<file path="config.mk">
export PLATFORM = sky130hd
export DESIGN_NAME = zorro_bus_requester
export DESIGN_NICKNAME = d
export VERILOG_FILES = /design/src/rtl/zorro_pkg.sv /design/src/rtl/zorro_sync2.sv /design/src/rtl/zorro_bus_requester.sv
export SDC_FILE = /design/constraint.sdc
export NUM_CORES = 1
export LEC_CHECK = 0
export CAP_MARGIN = 20
export CORE_MARGIN = 2
export CORE_UTILIZATION = 60
export DETAILED_ROUTE_END_ITERATION = 16
export DONT_BUFFER_PORTS = 1
export PLACE_DENSITY = 0.76
export SLEW_MARGIN = 15
export SYNTH_ARGS = -nofsm -noshare
export SYNTH_HDL_FRONTEND = slang
export SYNTH_SLANG_ARGS = --single-unit
</file>
<file path="constraint.sdc">
create_clock -name CLK -period 2.25 [get_ports CLK]
set_input_delay 0.225 -clock CLK [delete_from_list [all_inputs] [get_ports CLK]]
set_output_delay 0.225 -clock CLK [all_outputs]
set_load 0.1 [all_outputs]
</file>
<file path="src/rtl/zorro_pkg.sv">
// Shared types and defaults for the Zorro III bus-mastership requester.
// Holds the requester state encoding and channel-selection helpers.
package zorro_pkg;

  typedef enum logic [2:0] {
    S_IDLE,
    S_ARB,
    S_OWN,
    S_DRAIN,
    S_BACKOFF
  } state_t;

  localparam int DEF_CNT_W         = 8;
  localparam int DEF_TENURE_MAX    = 64;
  localparam int DEF_GRANT_TIMEOUT = 255;
  localparam int DEF_HOLDOFF       = 2;

  // Single requester wins outright; with both requesting the pointer decides.
  function automatic logic pick_ch(input logic [1:0] req, input logic ptr);
    return (req == 2'b11) ? ptr : req[1];
  endfunction

  function automatic logic [1:0] ch_onehot(input logic ch);
    return ch ? 2'b10 : 2'b01;
  endfunction

endpackage

</file>
<file path="src/rtl/zorro_sync2.sv">
// Two-flop synchronizer for active-low asynchronous bus strobes; 2-clock latency,
// resets to 1 so a strobe reads as deasserted until real samples arrive.
module zorro_sync2 (
  input  logic CLK,
  input  logic RESET_n,
  input  logic d,
  output logic q
);

  logic meta;

  always_ff @(posedge CLK or negedge RESET_n) begin
    if (!RESET_n) begin
      meta <= 1'b1;
      q    <= 1'b1;
    end else begin
      meta <= d;
      q    <= meta;
    end
  end

endmodule

</file>
<file path="src/rtl/zorro_bus_requester.sv">
// Zorro III bus-mastership requester: round-robin between two DMA channels, SBR_n/SBG_n
// handshake with tenure limit and grant timeout; grant-to-MASTER is 3 clocks, REQ is level-held.
module zorro_bus_requester
  import zorro_pkg::*;
#(
  parameter int CNT_W         = DEF_CNT_W,
  parameter int TENURE_MAX    = DEF_TENURE_MAX,
  parameter int GRANT_TIMEOUT = DEF_GRANT_TIMEOUT,
  parameter int HOLDOFF       = DEF_HOLDOFF
) (
  input  logic       CLK,
  input  logic       RESET_n,
  input  logic       RST,
  input  logic [1:0] REQ,
  output logic [1:0] GNT,
  input  logic       CYC_ACTIVE,
  input  logic       SBG_n,
  output logic       SBR_n,
  output logic       MASTER,
  output logic       TMO
);

  localparam logic [CNT_W-1:0] TEN_LIM   = CNT_W'(TENURE_MAX);
  localparam logic [CNT_W-1:0] WAIT_LAST = CNT_W'(GRANT_TIMEOUT - 1);
  localparam logic [CNT_W-1:0] HOLD_LAST = CNT_W'(HOLDOFF - 1);

  state_t           state, state_nxt;
  logic             sel, sel_nxt;
  logic             ptr, ptr_nxt;
  logic             abort, abort_nxt;
  logic [CNT_W-1:0] wait_cnt, wait_nxt;
  logic [CNT_W-1:0] ten_cnt, ten_nxt, ten_inc;
  logic [CNT_W-1:0] hold_cnt, hold_nxt;
  logic             sbr_nxt, master_nxt, tmo_nxt;
  logic [1:0]       gnt_nxt;
  logic             sbg_sync, sg;

  zorro_sync2 u_sbg_sync (
    .CLK     (CLK),
    .RESET_n (RESET_n),
    .d       (SBG_n),
    .q       (sbg_sync)
  );

  assign sg      = ~sbg_sync;
  assign ten_inc = (ten_cnt == TEN_LIM) ? ten_cnt : ten_cnt + 1'b1;

  always_ff @(posedge CLK or negedge RESET_n) begin
    if (!RESET_n) begin
      state    <= S_IDLE;
      sel      <= 1'b0;
      ptr      <= 1'b0;
      abort    <= 1'b0;
      wait_cnt <= '0;
      ten_cnt  <= '0;
      hold_cnt <= '0;
      SBR_n    <= 1'b1;
      MASTER   <= 1'b0;
      GNT      <= 2'b00;
      TMO      <= 1'b0;
    end else begin
      state    <= state_nxt;
      sel      <= sel_nxt;
      ptr      <= ptr_nxt;
      abort    <= abort_nxt;
      wait_cnt <= wait_nxt;
      ten_cnt  <= ten_nxt;
      hold_cnt <= hold_nxt;
      SBR_n    <= sbr_nxt;
      MASTER   <= master_nxt;
      GNT      <= gnt_nxt;
      TMO      <= tmo_nxt;
    end
  end

  always_comb begin
    state_nxt  = state;
    sel_nxt    = sel;
    ptr_nxt    = ptr;
    abort_nxt  = abort;
    wait_nxt   = wait_cnt;
    ten_nxt    = ten_cnt;
    hold_nxt   = hold_cnt;
    sbr_nxt    = SBR_n;
    master_nxt = MASTER;
    gnt_nxt    = GNT;
    tmo_nxt    = TMO;

    case (state)
      S_IDLE: begin
        sbr_nxt = 1'b1;
        if (REQ != 2'b00 && !RST) begin
          sel_nxt   = pick_ch(REQ, ptr);
          wait_nxt  = '0;
          sbr_nxt   = 1'b0;
          state_nxt = S_ARB;
        end
      end

      S_ARB: begin
        // An abandoned request beats a simultaneous grant: never hand the bus to an idle channel.
        if (RST || !REQ[sel]) begin
          sbr_nxt   = 1'b1;
          wait_nxt  = '0;
          state_nxt = S_IDLE;
        end else if (sg && !CYC_ACTIVE) begin
          sbr_nxt    = 1'b1;
          master_nxt = 1'b1;
          gnt_nxt    = ch_onehot(sel);
          tmo_nxt    = 1'b0;
          ten_nxt    = '0;
          wait_nxt   = '0;
          state_nxt  = S_OWN;
        end else if (wait_cnt == WAIT_LAST) begin
          tmo_nxt   = 1'b1;
          sbr_nxt   = 1'b1;
          wait_nxt  = '0;
          hold_nxt  = '0;
          state_nxt = S_BACKOFF;
        end else begin
          wait_nxt = wait_cnt + 1'b1;
        end
      end

      S_OWN: begin
        sbr_nxt = 1'b1;
        ten_nxt = ten_inc;
        if (RST) begin
          gnt_nxt   = 2'b00;
          abort_nxt = 1'b1;
          state_nxt = S_DRAIN;
        end else if (!REQ[sel] || ten_inc == TEN_LIM || !sg) begin
          gnt_nxt   = 2'b00;
          state_nxt = S_DRAIN;
        end
      end

      S_DRAIN: begin
        sbr_nxt = 1'b1;
        gnt_nxt = 2'b00;
        if (!CYC_ACTIVE) begin
          master_nxt = 1'b0;
          // A bus-reset abort is not a completed tenure, so the pointer stays put.
          if (abort || RST) begin
            abort_nxt = 1'b0;
            state_nxt = S_IDLE;
          end else begin
            ptr_nxt   = ~sel;
            hold_nxt  = '0;
            state_nxt = S_BACKOFF;
          end
        end
      end

      S_BACKOFF: begin
        sbr_nxt = 1'b1;
        if (hold_cnt == HOLD_LAST) begin
          state_nxt = S_IDLE;
        end else begin
          hold_nxt = hold_cnt + 1'b1;
        end
      end

      default: begin
        sbr_nxt    = 1'b1;
        master_nxt = 1'b0;
        gnt_nxt    = 2'b00;
        state_nxt  = S_IDLE;
      end
    endcase
  end

endmodule

</file>
==> metrics.md, run 1 <==
| Metric | Value |
|---|---|
| Status | `finished, final reports clean` |
| Vias in the first global route | `1,729` |
| Met2 track demand over resource | `0.417` |
| Clk Latency, worst-skew pair | `roughly 0.35 ns` |
| Yosys top cell by area | `dfrtp_1` |
| Antenna-violating nets left | `0` |
| H-Tree Depth | `2` |
| Total wire length | `between 4 and 5 mm` |
| HP Class | `input pin to register` |
| Startpoint Class | `register` |
| Asr flop ratio synth | `1.00` |
| Simple-Gate Fraction of Synth Area | `0.209` |
| Final core area utilization | `0.703` |
| Fin Setup TNS | `0 ns` |
| Root buffer cell | `clkbuf_4` |
| DIE WIDTH | `between 60 and 70 µm` |
| Req. time, crit path | `roughly 2.5 ns` |
| Antenna violations before repair | `0` |
| TritonCTS clock tree | `yes` |
| Max rail drop VDD | `around 0.00055 V` |
| Synthesized Nets | `between 200 and 250` |
| GR Overflow Total | `0` |
| Synthesized area | `around 0.0021 mm²` |
| Distinct cell type count after synthesis | `between 50 and 60` |
| Most Crowded Layer GR | `met2` |
| Die height | `roughly 64 µm` |
| Worst-path clk slew | `around 0.12 ns` |
| Met1 usage | `0.344` |
| Max_slew headroom | `0.656` |
| Clock Path Buffers | `2` |
| Post-synth EDFFs | `0` |
| Critical path arrival | `~2.4 ns` |
| # diodes | `0` |
| Vias | `about 1,900` |
| Worst Skew | `0.0134 ns` |
| Wire per inst | `15.8 µm` |
| Core Region | `0.00339 mm²` |
| Main combinational cell family by area after synthesis | `compound AO/OA/AOI/OAI gates` |
| IO Pins | `12` |
| Cts bufs inserted | `5` |
| First-pass GRT wire length | `roughly 8.1 mm` |
| Area grow syn2layout | `11.5%` |
| Crit Path Class | `register to register` |
| Synth Area in XOR/XNOR | `0.0123` |
| Top-count cell post-synth | `dfrtp_1` |
| Post-synthesis mux area share | `0.0246` |
| Tcrit/Tclk final | `0.950` |
| Die Footprint | `~0.0041 mm²` |
| Warning count from the yosys run | `0` |
| Critical path endpoint category | `register` |
| Dominant cells by area after synthesis | `dfrtp_1 40%, o21ai_0 6.6%, dfstp_2 3.7%, ha_1 3.5%, a21oi_1 2.6%` |
| Static leakage | `roughly 0.0010 µW` |
| Number of fill cells in the layout | `around 250` |
| Syn Inst Count | `232` |
| Standard-cell rows | `21` |
| Endpoints failing hold | `0` |
| Post-synthesis register bit count | `37` |
| Iteration-0 DRC count of the detailed router | `roughly 220` |
| Final Slew Violations | `0` |
| Synth cell count leaders | `34 x dfrtp_1, 28 x o21ai_0, 13 x nand2_1, 13 x nor2_1, 12 x inv_1` |
| Number of buffers added on ports | `0` |
| Gr usage total | `0.257` |
| Share of post-route cells with drive strength above 1 | `0.129` |
| Power density over the cells | `approximately 990 mW/mm²` |
| Flop2flop setup slack | `about 0.11 ns` |
| Fmax | `approximately 470 MHz` |
| Fin crit period | `approximately 2.1 ns` |
| Pin count of the biggest net entering global routing | `38` |
| Grt met3 use | `0.0571` |
| DR pass1 iterations | `4` |
| Synth Area in Compound Gates | `0.243` |
| Detailed placement HPWL | `between 3 and 4 mm` |
| Layout Nets | `261` |
| DRC viols | `0` |
| TritonCTS Sinks | `37` |
| Mean number of vias per cell | `between 6 and 7` |
| Max FO, Critical Path | `5` |
| Final Wtd Congestion | `0.888` |
| Max_cap viols | `0` |
| Top-area cell type share of the netlist area | `0.398` |
| Setup violators final | `0` |
| Initial Util | `0.631` |
| Post-Synth Adder-Cell Area | `0.0351` |
| Synth Area per Inst | `between 9 and 10 µm²` |
| Synth Flop Type | `dfrtp_1` |
| Sequential share of the synthesized area | `0.435` |
| Tightest Pin Transition | `0.516 ns` |
-- final cells by class --
cell class,instances,area [µm²],area share
clock buffers,7,55.1,0.0231
clock inverters,1,30.0,0.0126
inverters,12,45.0,0.0189
multi-input cells,175,1120,0.470
flip-flops and latches,37,930,0.390
well taps,46,57.6,0.0241
repair buffers,17,145,0.0609
-- cell usage in the layout, fill, tap and decap left out, types with 2 or more instances in the layout --
master | Yosys | layout
a211oi_1 | 2 | 2
a21o_1 | 5 | 5
a21oi_1 | 11 | 11
a31oi_1 | 6 | 6
a32oi_1 | 3 | 3
and3_1 | 5 | 5
buf_4 | 0 | 14
clkbuf_4 | 0 | 5
dfrtp_1 | 34 | 34
dfstp_2 | 3 | 3
dlygate4sd3_1 | 0 | 2
ha_1 | 6 | 6
inv_1 | 12 | 12
mux2_2 | 2 | 2
mux2i_1 | 3 | 3
nand2_1 | 13 | 13
nand2b_1 | 5 | 5
nand3_1 | 10 | 10
nand4_1 | 4 | 4
nor2_1 | 13 | 13
nor2b_1 | 2 | 2
nor3_1 | 9 | 9
nor3b_1 | 4 | 4
nor4_1 | 2 | 2
o211ai_1 | 4 | 4
o21a_1 | 2 | 2
o21ai_0 | 28 | 27
o21ai_1 | 3 | 4
o31ai_1 | 4 | 4
o41ai_1 | 2 | 2
or2_2 | 2 | 2
or3_1 | 5 | 5
xor2_1 | 2 | 2
-- report_power, final --
group | switching [µW] | leakage (µW) | internal [µW]
Clock | 217 | 0.0000455 | 265
Sequential | 153 | 0.000485 | 781
Combinational | 605 | 0.000510 | 337
-- path summary, 6_finish.rpt --
| kind | depth (start not counted) | from | end |
|---|---|---|---|
| min in group asynchronous | 2 | RESET_n | hold_cnt[4] |
| max reg2reg | 8 | hold_cnt[1] | hold_cnt[4] |
| min reg2reg | 0 | u_sbg_sync.meta | u_sbg_sync.q |
| min | 2 | CYC_ACTIVE | abort |
| max in group asynchronous | 2 | RESET_n | u_sbg_sync.meta |
| max | 8 | hold_cnt[1] | hold_cnt[4] |
-- state kept, by name, indices dropped and copies added (netlist names), 2 cells and up --
register,count
hold_cnt,8
ten_cnt,8
wait_cnt,8
state,3
GNT,2
-- worst max-delay path, cell delays in order (launching register included) --
cell	delay (ns)
dfrtp_1	0.41
inv_1	0.08
ha_1	0.13
or4b_1	0.49
o41ai_4	0.44
inv_1	0.14
buf_4	0.16
a21oi_1	0.11
a31oi_1	0.05
-- through the flow --
stage	power [µW]	setup WS [ns]	instance area (µm²)	std cells	hold slack, ns
finish	2360	0.112	2380	295	0.0245
global route	2510	-0.00558	2380	295	0.0286
CTS	2360	0.0995	2350	291	0.0131
detailed placement	1850	0.135	2230	280	-0.0696
global placement	1810	0.178	2230	280	-0.0698
floorplan	1620	0.427	2140	232	-0.0706
-- timing repair --
item | CTS | global route
buffers inserted | 0 | 4
endpoints found under the setup margin | 0 | 1
hold buffers | 3 | 0
endpoints found under the hold margin | 38 | 0
gates resized for setup | 0 | 1
-- kinds of logic after synthesis --
family / count (synthesis)
adder cells (fa/ha/maj): 6
multiplexers: 5
buffers and inverters: 20
XOR/XNOR: 3
AND/OR/NAND/NOR: 82
AO/OA/AOI/OAI: 79
flip-flops: 37
-- layer usage --
metal	routed length, µm	share of wire
met1	2110	0.45
met2	2230	0.48
met3	240	0.052
met4	76	0.016
met5	0	0
No activity file was read; power rests on OpenSTA's default activity.
==> run 2, diff against run 1 <==
- CORE_ASPECT_RATIO: unset -> 1.1
==> metrics.md, run 2 (synthesized netlist as in run 1, its figures left out) <==
| Metric | Value |
|---|---|
| Status | `finished, final reports clean` |
| TritonCTS Sinks | `37` |
| TritonCTS clock tree | `yes` |
| Wire per inst | `around 16 µm` |
| Critical path endpoint category | `register` |
| DRC viols | `0` |
| Die height | `roughly 67 µm` |
| Largest regs | `hold_cnt x8, ten_cnt x8, wait_cnt x8` |
| Die Footprint | `between 0.004 and 0.005 mm²` |
| Fin Setup TNS | `0 ns` |
| Antenna-violating nets left | `0` |
| RSZ-0062 raised after global routing | `no` |
| Share of post-route cells with drive strength above 1 | `0.114` |
| Core Region | `roughly 0.0034 mm²` |
| Standard-cell rows | `22` |
| Vias | `about 1,900` |
| Detailed placement HPWL | `approximately 3.2 mm` |
| Crit Path Class | `register to register` |
| Cts bufs inserted | `5` |
| HP Class | `input pin to register` |
| CP startpoint | `hold_cnt[1]` |
| Antenna violations before repair | `0` |
| Endpoints failing hold | `0` |
| Area grow syn2layout | `9.19%` |
| Fmax | `about 470 MHz` |
| Most common cell after layout, fill and taps aside | `dfrtp_1` |
| Static leakage | `just over 0.001 µW` |
| Tightest Pin Transition | `between 0.5 and 0.6 ns` |
| Worst Skew | `just under 0.006 ns` |
| H-Tree Depth | `2` |
| Mean number of vias per cell | `roughly 6.3` |
| Initial Util | `0.632` |
| Vias in the first global route | `~1,800` |
| Most frequent cells in the layout | `34 x dfrtp_1, 27 x o21ai_0, 13 x nor2_1, 13 x nand2_1, 12 x inv_1` |
| Cell Count, Final, Fillers Out | `approximately 300` |
| Number of buffers added on ports | `0` |
| Clk Latency, worst-skew pair | `0.35 ns` |
| Max rail drop VDD | `just under 0.0009 V` |
| Max FO, Critical Path | `6` |
| Hold Path Stages | `2` |
| DR pass1 iterations | `4` |
| Startpoint Class | `register` |
| Layout Nets | `257` |
| GR Overflow Total | `0` |
| Fin crit period | `2.11 ns` |
| Min-delay src | `REQ[1]` |
| Worst r2r path cells | `8` |
| Iteration-0 DRC count of the detailed router | `170` |
| Max_cap viols | `0` |
| Power density over the cells | `just under 1000 mW/mm²` |
| Final Wtd Congestion | `slightly below 0.9` |
| Req. time, crit path | `2.48 ns` |
| Gr usage total | `0.261` |
| Tcrit/Tclk final | `0.938` |
| Setup Slack @ Placement | `between 0.06 and 0.07 ns` |
| Max_slew headroom | `0.657` |
| Pin count of the biggest net entering global routing | `38` |
| Placed insts | `about 280` |
| DIE WIDTH | `about 60 µm` |
| Final WS setup | `0.140 ns` |
| Reg2reg start | `hold_cnt[1]` |
| Root buffer cell | `clkbuf_4` |
| Total wire length | `4.57 mm` |
| Final Slew Violations | `0` |
| IO Pins | `12` |
| First-pass GRT wire length | `between 7 and 8 mm` |
| Worst-path clk slew | `approximately 0.11 ns` |
| Setup violators final | `0` |
| # diodes | `0` |
| Clock Path Buffers | `2` |
| Critical path arrival | `around 2.3 ns` |
## run 2: path summary, 6_finish.rpt
path / slack [ns] / endpoint
setup / recovery: 0.14 / state[0]
hold / removal: 0.03 / sel
setup reg to reg: 0.14 / state[0]
hold reg to reg: 0.37 / u_sbg_sync.q
max in group asynchronous: 1.67 / u_sbg_sync.q
min in group asynchronous: 0.31 / wait_cnt[5]
## run 2: report_power, final
| part | switching (µW) | internal [µW] |
|---|---|---|
| Combinational | 597 | 339 |
| Sequential | 167 | 781 |
| Clock | 225 | 154 |
| Total | 989 | 1270 |
## run 2: final cells by class
type,instances,area [µm²]
Fill cell,278,1050
Timing Repair Buffer,13,115
Clock buffer,8,58.8
Sequential cell,37,930
Multi-Input combinational cell,175,1130
Inverter,12,45.0
Tap cell,48,60.1
## run 2: per-stage QoR
stage	hold WS (ns)	utilization	instance area (µm²)	power [µW]
after floorplan	-0.0706	-	2140	1620
after detailed placement	-0.0699	0.657	2220	1850
after global routing	0.0249	0.690	2330	2420
after CTS	0.0231	0.686	2320	2250
final	0.0317	0.690	2330	2260
after global placement	-0.0699	0.657	2220	1800
## run 2: repair_timing
action                                  4_1_cts  5_1_grt
hold buffers                                  3        0
resized for setup                             0        2
buffers inserted                              0        1
endpoints found under the setup margin        0        2
endpoints found under the hold margin        38        0
## run 2: metal layers
metal | global-route usage | vias to the layer above | routed length, µm | share of wire
li1 | - | 886 | - | -
met1 | 0.321 | 898 | 1950 | 0.43
met2 | 0.437 | 65 | 2300 | 0.50
met3 | 0.0544 | 8 | 256 | 0.056
met4 | 0.109 | 0 | 63 | 0.014
met5 | 0 | - | 0 | 0
## run 2: critical path: stages (launching register included)
cell	delay, ns
dfrtp_1	0.41
inv_1	0.09
ha_1	0.15
or4b_1	0.49
o41ai_4	0.29
buf_4	0.19
inv_1	0.07
o21ai_1	0.17
o21ai_0	0.12
